[src/rtl/fir_pkg.sv]
// Shared definitions for the time-multiplexed FIR: FSM states, reset coefficient and a
// constant-function clog2 for sizing the tap index.
package fir_pkg;

  typedef enum logic [1:0] {
    ST_IDLE = 2'd0,
    ST_MAC  = 2'd1,
    ST_DONE = 2'd2
  } state_t;

  localparam int COEF_RESET = 1;

  function automatic int clog2(input int n);
    int r;
    int v;
    r = 0;
    v = n - 1;
    while (v > 0) begin
      r++;
      v = v >> 1;
    end
    return r;
  endfunction

endpackage

[src/rtl/go_edge_det.sv]
// Rising-edge detector for the debounced go button: a held level yields a single pulse.
module go_edge_det (
  input  logic clk,
  input  logic rst,
  input  logic go,
  output logic go_rise
);

  logic go_q;

  always_ff @(posedge clk or negedge rst) begin
    if (!rst) begin
      go_q <= 1'b0;
    end else begin
      go_q <= go;
    end
  end

  assign go_rise = go & ~go_q;

endmodule

[src/rtl/fir_mac_seq.sv]
// Time-multiplexed FIR: one multiply-accumulate per clock over TAPS run-time loadable
// coefficients. Define FIR_SAT_EN to clip y at all ones (flagging y_sat) instead of wrapping.
module fir_mac_seq
  import fir_pkg::*;
#(
  parameter  int DATA_W = 8,
  parameter  int COEF_W = 8,
  parameter  int TAPS   = 4,
  parameter  int OUT_W  = 16,
  localparam int IDX_W  = clog2(TAPS),
  localparam int ACC_W  = DATA_W + COEF_W + IDX_W
) (
  input  logic              clk,
  input  logic              rst,
  input  logic              go,
  input  logic [DATA_W-1:0] in,
  input  logic              coef_we,
  input  logic [IDX_W-1:0]  coef_addr,
  input  logic [COEF_W-1:0] coef_din,
  output logic [OUT_W-1:0]  y,
  output logic              y_valid,
  output logic              y_sat,
  output logic              busy
);

  localparam int PROD_W = DATA_W + COEF_W;
  localparam logic [IDX_W-1:0] LAST_IDX = IDX_W'(TAPS - 1);

  state_t              state_q, state_d;
  logic                goEdge;
  logic                capture;
  logic                coefWrite;
  logic [DATA_W-1:0]   x_q [TAPS];
  logic [COEF_W-1:0]   c_q [TAPS];
  logic [PROD_W-1:0]   prod;
  logic [ACC_W-1:0]    acc_q, acc_d;
  logic [IDX_W-1:0]    idx_q, idx_d;
  logic [OUT_W-1:0]    y_q, y_d;
  logic                yValid_q;
  logic                ySat_q, ySat_d;

  go_edge_det uGoEdge (
    .clk     (clk),
    .rst     (rst),
    .go      (go),
    .go_rise (goEdge)
  );

  assign prod      = PROD_W'(x_q[idx_q]) * PROD_W'(c_q[idx_q]);
  assign coefWrite = (state_q == ST_IDLE) && coef_we && (int'(coef_addr) < TAPS);

  always_comb begin
    state_d = state_q;
    acc_d   = acc_q;
    idx_d   = idx_q;
    capture = 1'b0;
    unique case (state_q)
      ST_IDLE: begin
        if (goEdge) begin
          capture = 1'b1;
          acc_d   = '0;
          idx_d   = '0;
          state_d = ST_MAC;
        end
      end
      ST_MAC: begin
        acc_d = acc_q + ACC_W'(prod);
        idx_d = idx_q + IDX_W'(1);
        if (idx_q == LAST_IDX) begin
          state_d = ST_DONE;
        end
      end
      ST_DONE: begin
        idx_d   = '0;
        state_d = ST_IDLE;
      end
      default: begin
        state_d = ST_IDLE;
      end
    endcase
  end

`ifdef FIR_SAT_EN
  always_comb begin
    y_d    = OUT_W'(acc_q);
    ySat_d = 1'b0;
    if ((acc_q >> OUT_W) != '0) begin
      y_d    = '1;
      ySat_d = 1'b1;
    end
  end
`else
  assign y_d    = OUT_W'(acc_q);
  assign ySat_d = 1'b0;
`endif

  always_ff @(posedge clk or negedge rst) begin
    if (!rst) begin
      state_q  <= ST_IDLE;
      acc_q    <= '0;
      idx_q    <= '0;
      y_q      <= '0;
      yValid_q <= 1'b0;
      ySat_q   <= 1'b0;
    end else begin
      state_q  <= state_d;
      acc_q    <= acc_d;
      idx_q    <= idx_d;
      yValid_q <= (state_q == ST_DONE);
      if (state_q == ST_DONE) begin
        y_q    <= y_d;
        ySat_q <= ySat_d;
      end
    end
  end

  // A coefficient written in the same cycle as a capture is already in place for the first MAC.
  always_ff @(posedge clk or negedge rst) begin
    if (!rst) begin
      for (int k = 0; k < TAPS; k++) begin
        x_q[k] <= '0;
        c_q[k] <= COEF_W'(COEF_RESET);
      end
    end else begin
      if (capture) begin
        x_q[0] <= in;
        for (int k = 1; k < TAPS; k++) begin
          x_q[k] <= x_q[k-1];
        end
      end
      if (coefWrite) begin
        c_q[coef_addr] <= coef_din;
      end
    end
  end

  assign y       = y_q;
  assign y_valid = yValid_q;
  assign y_sat   = ySat_q;
  assign busy    = (state_q != ST_IDLE);

endmodule
[config.mk]
export PLATFORM = sky130hd
export DESIGN_NAME = fir_mac_seq
export DESIGN_NICKNAME = d
export VERILOG_FILES = /design/src/rtl/fir_pkg.sv /design/src/rtl/go_edge_det.sv /design/src/rtl/fir_mac_seq.sv
export SDC_FILE = /design/constraint.sdc
export NUM_CORES = 1
export LEC_CHECK = 0
export ABC_AREA = 1
export CORE_AREA = 2 2 118 120
export CTS_CLUSTER_DIAMETER = 50
export DETAILED_ROUTE_END_ITERATION = 6
export DIE_AREA = 0 0 120 122
export DONT_BUFFER_PORTS = 1
export GPL_TIMING_DRIVEN = 0
export HOLD_SLACK_MARGIN = 0.05
export PLACE_DENSITY = 0.69
export SETUP_SLACK_MARGIN = 0.4
export SYNTH_ARGS = -nofsm -noshare
export SYNTH_HDL_FRONTEND = slang
export SYNTH_SLANG_ARGS = --single-unit
[constraint.sdc]
create_clock -name clk -period 6.9 [get_ports clk]
set_input_delay 0.69 -clock clk [delete_from_list [all_inputs] [get_ports clk]]
set_output_delay 0.69 -clock clk [all_outputs]
set_load 0.005 [all_outputs]
## Yosys cells after proc, flatten, opt, wreduce, memory -nomap -nowiden

Cells that the tools add are included.

| operators by class | value |
|---|---|
| muxes and demuxes | 18 |
| reduce and logical (&&, ||, !) cells | 9 |
| bitwise gates (word level) | 4 |
| order comparisons | 3 |
| $add $sub $neg | 2 |
| eq/ne operators | 5 |
| multiply operators | 1 |

Operators with widths:

| cell | count |
|---|---|
| 8-bit 2-to-1 mux | 5 |
| 18-bit case mux with 2 select lines | 1 |
| 8-bit binary-select mux with 2-bit select | 2 |
| 32-bit bitwise mux | 1 |
| 18-bit by 16-bit adder with 18-bit output | 1 |
| 18-bit 2-to-1 mux | 1 |
| 8-bit demux with 2-bit select | 1 |
| 8-bit by 8-bit multiplier with 16-bit output | 1 |
| 3-bit greater-or-equal comparator (second input constant) | 2 |
| 2-bit 2-to-1 mux | 3 |
| 2-bit NOT with 3-bit output | 2 |
| 2-bit case mux with 3 select lines | 1 |
| 2-bit AND reduction | 3 |
| 2-bit == test (second input constant) | 2 |
| 2-bit != test (second input constant) | 2 |
| 2-bit case mux with 2 select lines | 1 |
| 2-bit nonzero test | 2 |
| 3-bit by 1-bit < comparator with 1-bit output (second input constant) | 1 |
| 3-bit nonzero test | 1 |
| 2-bit by 1-bit adder with 2-bit output (second input constant) | 1 |
| 2-bit by 1-bit == test with 1-bit output (second input constant) | 1 |
| 1-bit logical AND | 2 |
| 2-bit zero test | 1 |
| 1-bit 2-to-1 mux | 2 |
| other kinds (2) | 2 |

| word-level totals | value |
|---|---|
| input port bits | 22 |
| bits in registers | 104 |

## Logic depth before layout (Yosys ltp)

| depth | value |
|---|---|
| depth after elaboration | 7 |
| mapped depth | 24 |
| gate-level depth less buffers | 24 |

## Cells and area by module

A second synthesis with hierarchy kept.

| unflattened totals | value |
|---|---|
| cell total of the unflattened synthesis | 861 |
| area total of the unflattened synthesis | 6,995.5 um2 |

By module, submodules not included:

| module | cells an instance | times used | area an instance (um2) |
|---|---|---|---|
| fir_mac_seq | 858 | 1 | 6,960.4 |
| go_edge_det | 3 | 1 | 35.0 |

## Worst setup path before layout

No wires, ideal clock.

| path | value |
|---|---|
| kind | flip-flop to flip-flop |
| from | register idx_q[0] |
| to | register acc_q[15] |
| slack | 2.576 ns |
| cell stages (with the launch flop) | 21 |
| arrival | 4.207 ns |
| period minus slack after synthesis | 4.324 ns |
| setup time | 0.117 ns |
| cell sequence | dfrtp_1 > inv_2 > buf_4 > nand2_1 > a32oi_2 > nand2_1 > fa_1 > inv_1 > fa_1 > inv_1 > fa_1 > fa_1 > inv_1 > ha_1 > nand2_1 > nor2_1 > nand3_1 > nand3_1 > nand2_1 > nand3_1 > nand2_1 |

| between the ends | value |
|---|---|
| word-level cells in the longest chain between the ends | 7 |

RTL lines:

| element | line | text |
|---|---|---|
| start, declared | fir_mac_seq.sv:37 | `logic [IDX_W-1:0] idx_q, idx_d;` |
| start signal, assigned | fir_mac_seq.sv:108 | `idx_q <= idx_d;` |
| 2-bit NOT with 3-bit output (implied by the code) (*) | fir_mac_seq.sv:49 | `assign prod = PROD_W'(x_q[idx_q]) * PROD_W'(c_q[idx_q]);` |
| 8-bit binary-select mux with 2-bit select | fir_mac_seq.sv:49 |  |
| 8-bit 2-to-1 mux (implied by the code) (2 in a row) | fir_mac_seq.sv:49 |  |
| 8-bit by 8-bit multiplier with 16-bit output (*) | fir_mac_seq.sv:49 |  |
| 18-bit by 16-bit adder with 18-bit output (*) | fir_mac_seq.sv:67 | `acc_d = acc_q + ACC_W'(prod);` |
| 18-bit case mux with 2 select lines (*) | fir_mac_seq.sv:57 | `unique case (state_q)` |
| end signal, assigned | fir_mac_seq.sv:100 | `acc_q <= '0;` |
| end signal, assigned | fir_mac_seq.sv:107 | `acc_q <= acc_d;` |
| end, declared | fir_mac_seq.sv:36 | `logic [ACC_W-1:0] acc_q, acc_d;` |

Every way passes the cells marked *; elsewhere a longest branch is shown, timed or not. The select of a mux whose other input is x is not followed.
A chain may end at the register's enable or synchronous reset.

## Worst setup path after layout

| path | value |
|---|---|
| from | register idx_q[0] |
| to | register acc_q[12] |

Same word-level chain as after synthesis.

==> results.md <==
Synthesis:
- Counting every instance in the synthesized netlist gives roughly 860.
- The number of different library cells used by synthesis comes to 30.
- The cell area after synthesis is approximately 7100 um2.
- The sequential element share of the synthesized area is between 30% and 40%.
- The Yosys warning count is 0.
- The net count of the mapped netlist is 970.
- The average size of a mapped cell is between 8 and 9 um2.
- The number of synthesized register bits is a little over 100.

Clocking:
- The number of gates resized after CTS is 0.
- TritonCTS built the clock tree.
- After clock tree synthesis, the clock-pin slew on the worst setup and hold paths is about 0.070 ns.
- The clock root buffer is sky130_fd_sc_hd__clkbuf_16.
- The level count of the clock H-tree is 3.
- At the later pin of the worst-skew pair, clock insertion delay measures between 0.3 and 0.4 ns.
- Counting along the longest clock path gives a buffer depth of 2.
- After clock tree synthesis, the flow added hold-fix buffers numbering 1.
- Counting the buffers created by CTS gives 9.
- Clock tree synthesis found a total of between 100 and 150 sinks.
- The post-CTS repair timing setup buffer count is 0.

Drt:
- Dividing the detail-routed wire length by the instance count gives ~15 um.
- Using the TritonRoute via totals, the vias-per-cell ratio works out to slightly above 5.
- The remaining antenna violation count is 0.
- The first detailed-routing pass took 4 iterations.
- The DRC violations left is 0.
- Summing over every cut layer, the via total after detailed routing is 5386.
- The starting DRC count in detailed routing is roughly 300.
- The routed wire length is approximately 16000 um.

Status:
- The run finished with clean final reports.

STA:
- At the pin with the least slew margin, the transition time is around 0.57 ns.
- The final max-slew violation count came to 0.
- Setup repair after global routing left no endpoint under its margin.
- The final clock period utilization by the worst path is a little under three quarters.
- The accumulated negative setup slack is 0 ns.
- Hold timing on the final database bottoms out at a slack of about 0.17 ns.
- Setup violations remaining at the end of the flow were counted as 0.
- The worst clock skew on the final layout is ~0.0087 ns.
- The maximum clock rate is 0.203 GHz.
- The hold violation count in the final report came to 0.
- The final critical-path required period is between 4 and 5 ns.
- The worst pin sits at a relative slew slack of between 60% and 70%.

Global routing:
- The via count of the first global-routing pass is 5387.
- The first-pass GRT wire length is ~27000 um.
- The number of antenna violations at the first check in global routing is 0.
- Global routing used 23.9% of the available tracks.
- For this run the aggregate overflow at the end of global routing stands at 0.
- Entering global routing, the biggest net connects a little under 100 pins.

Hold path:
- In this run the worst hold path is classified as input pin to async pin.

Floorplanning:
- The die width is between 100 and 150 um.
- The core area is around 14000 um2.
- In this run the vertical extent of the chip is between 100 and 150 um.
- For this design the top-level I/O count stands at 41.
- In this run the core area contains between 40 and 50 standard-cell rows.
- The die covers roughly 15000 um2.
- The initial utilization of the core area, before any placement, comes to a little over half.

Critical path:
- The worst setup path is captured at a flop.
- The slowest stage of the critical path is the sky130_fd_sc_hd__fa_1 cell.
- The most used cell along the critical path is sky130_fd_sc_hd__nand2_1.
- The worst-case reg-to-reg path depth is 20.
- STA puts the critical path data required time at between 7 and 8 ns.
- The setup check on the worst reg-to-reg path leaves a slack of 1.97 ns.
- The critical path startpoint category is a flop.
- The worst setup path is of the flop to flop kind.
- The critical path goes through inv_2 > buf_4 > nand2_1 > a32oi_2 > nand2_1 > fa_1 > inv_1 > fa_1 > inv_1 > fa_1 > fa_1 > inv_1 > ha_1 > nand2_1 > nor2_1 > nand3_1 > nand3_1 > nand2_1 > nand3_1 > nand2_1.
- Of all nets on the critical path, the largest fanout is 10.
- For the worst setup path, the data arrival time is slightly above 5 ns.
- The delay contributed by the slowest stage of the critical path is between 0.5 and 0.6 ns.

Layout:
- The post-route netlist has about a tenth of its cells at a drive strength greater than 1.
- The finished cells cover 7680 um2.
- The total area of multi-input combinational cells is approximately 3700 um2.
- The layout has 1254 filler cells.
- The final antenna diode count is 0.
- The relative area change from synthesis to final layout is 7.97%.
- The leading cell type in the layout, fill and taps excluded is sky130_fd_sc_hd__nand2_1.
- The sequential standard cell area is 2560 um2.
- In the layout the commonest cells are 255 x sky130_fd_sc_hd__nand2_1, 168 x sky130_fd_sc_hd__inv_1, 98 x sky130_fd_sc_hd__dfrtp_1.
- For this run, the post-layout net count is 982.
- Measured on the finished design, the core utilization comes to between 50% and 60%.

Placement:
- At the end of routability-driven placement, the weighted congestion stood at around 0.86.
- Detailed placement finished with a half-perimeter wire length of roughly 12000 um.
- During placement, the flow inserted port buffers numbering 0.
- Summing all placed instances gives a cell area of about 7300 um2.

Run:
- Max-cap violations in this run came to 0.
-- registers in the layout, indices dropped and copies added (netlist names) --
| signal | cells |
|---|---|
| y_valid | 1 |
| state_q | 2 |
| c_q | 32 |
| idx_q | 2 |
| y | 16 |
| uGoEdge.go_q | 1 |
| acc_q | 16 |
| x_q | 32 |
-- per-layer routing --
layer	up-vias	track usage (%)	wire (um)
met4	0	8.38	376
met3	26	6.37	948
met5	-	0	0
met2	117	38.5	7630
li1	2661	-	-
met1	2582	31.3	7190
-- synth_stat cells --
cell | n | area [um2]
sky130_fd_sc_hd__buf_6 | 5 | 56.3
sky130_fd_sc_hd__nand3_2 | 2 | 20.0
sky130_fd_sc_hd__o21ai_1 | 1 | 5.00
sky130_fd_sc_hd__conb_1 | 1 | 3.75
sky130_fd_sc_hd__fa_1 | 50 | 1000
sky130_fd_sc_hd__o21ai_2 | 8 | 70.1
sky130_fd_sc_hd__dfstp_2 | 4 | 105
sky130_fd_sc_hd__clkbuf_1 | 6 | 22.5
sky130_fd_sc_hd__nor2_4 | 1 | 11.3
sky130_fd_sc_hd__inv_1 | 168 | 631
sky130_fd_sc_hd__nand3_4 | 3 | 52.6
sky130_fd_sc_hd__nand2_1 | 255 | 957
sky130_fd_sc_hd__and2_1 | 1 | 6.26
sky130_fd_sc_hd__a32oi_2 | 15 | 244
sky130_fd_sc_hd__dfrtp_1 | 98 | 2450
sky130_fd_sc_hd__a21oi_2 | 4 | 35.0
sky130_fd_sc_hd__inv_2 | 13 | 48.8
sky130_fd_sc_hd__nand3_1 | 17 | 85.1
sky130_fd_sc_hd__o22ai_2 | 1 | 12.5
sky130_fd_sc_hd__buf_2 | 10 | 50.1
sky130_fd_sc_hd__o21ai_0 | 73 | 365
sky130_fd_sc_hd__nand4_1 | 4 | 25.0
sky130_fd_sc_hd__ha_1 | 36 | 450
sky130_fd_sc_hd__xnor2_1 | 4 | 35.0
sky130_fd_sc_hd__o22ai_1 | 5 | 31.3
sky130_fd_sc_hd__nor2_1 | 54 | 203
sky130_fd_sc_hd__xor2_1 | 2 | 17.5
sky130_fd_sc_hd__buf_4 | 4 | 30.0
sky130_fd_sc_hd__nor2_2 | 1 | 6.26
sky130_fd_sc_hd__a21oi_1 | 16 | 80.1
-- critical path, delay by kind of cell (launching register included) --
| family | cells | cell delay (ns) |
|---|---|---|
| and+or+nand+nor | 9 | 0.95 |
| AOI/OAI and AO/OA | 1 | 0.42 |
| buffers and inverters | 5 | 0.52 |
| DFF | 1 | 0.44 |
| adders and majority gates | 5 | 2.47 |
-- logic make-up (layout without fill, tap and decap cells) --
kind of cell / after synthesis / in the layout / share of synthesized area [%]
AO/OA/AOI/OAI: 123 / 123 / 11.9
XOR/XNOR: 6 / 6 / 0.739
adder cells (fa/ha/maj): 86 / 86 / 20.4
buffers and inverters: 206 / 223 / 11.8
flip-flops: 102 / 102 / 36.0
other: 1 / 1 / 0.0527
AND/OR/NAND/NOR: 338 / 338 / 19.2
-- worst paths after layout --
kind,endpoint,start
min in group clk,uGoEdge.go_q,go
max in group asynchronous,acc_q[2],rst
hold / removal,c_q[24],rst
hold reg to reg,c_q[0],c_q[0]
setup / recovery,acc_q[12],idx_q[0]
setup reg to reg,acc_q[12],idx_q[0]
-- area by class of cell --
cell class                 instances  share of cell area [%]
multi-input combinational        554                    48.4
clock buffer                       9                    2.93
buffer                            25                    2.07
sequential                       102                    33.3
timing repair buffer               1                   0.358
tap                              180                    2.93
inverter                         181                    8.85
clock inverter                     7                    1.16
-- through the flow --
stage	setup WS, ns	cells
after detailed placement	1.98	1042
final	1.97	1059
after floorplan	2.58	862
after global routing	1.64	1059
after CTS	1.95	1059
after global placement	1.98	1042
Power is left out: the tool's default activity adds up to more than one toggle a clock period on the data nets, which glitch-free logic cannot reach.
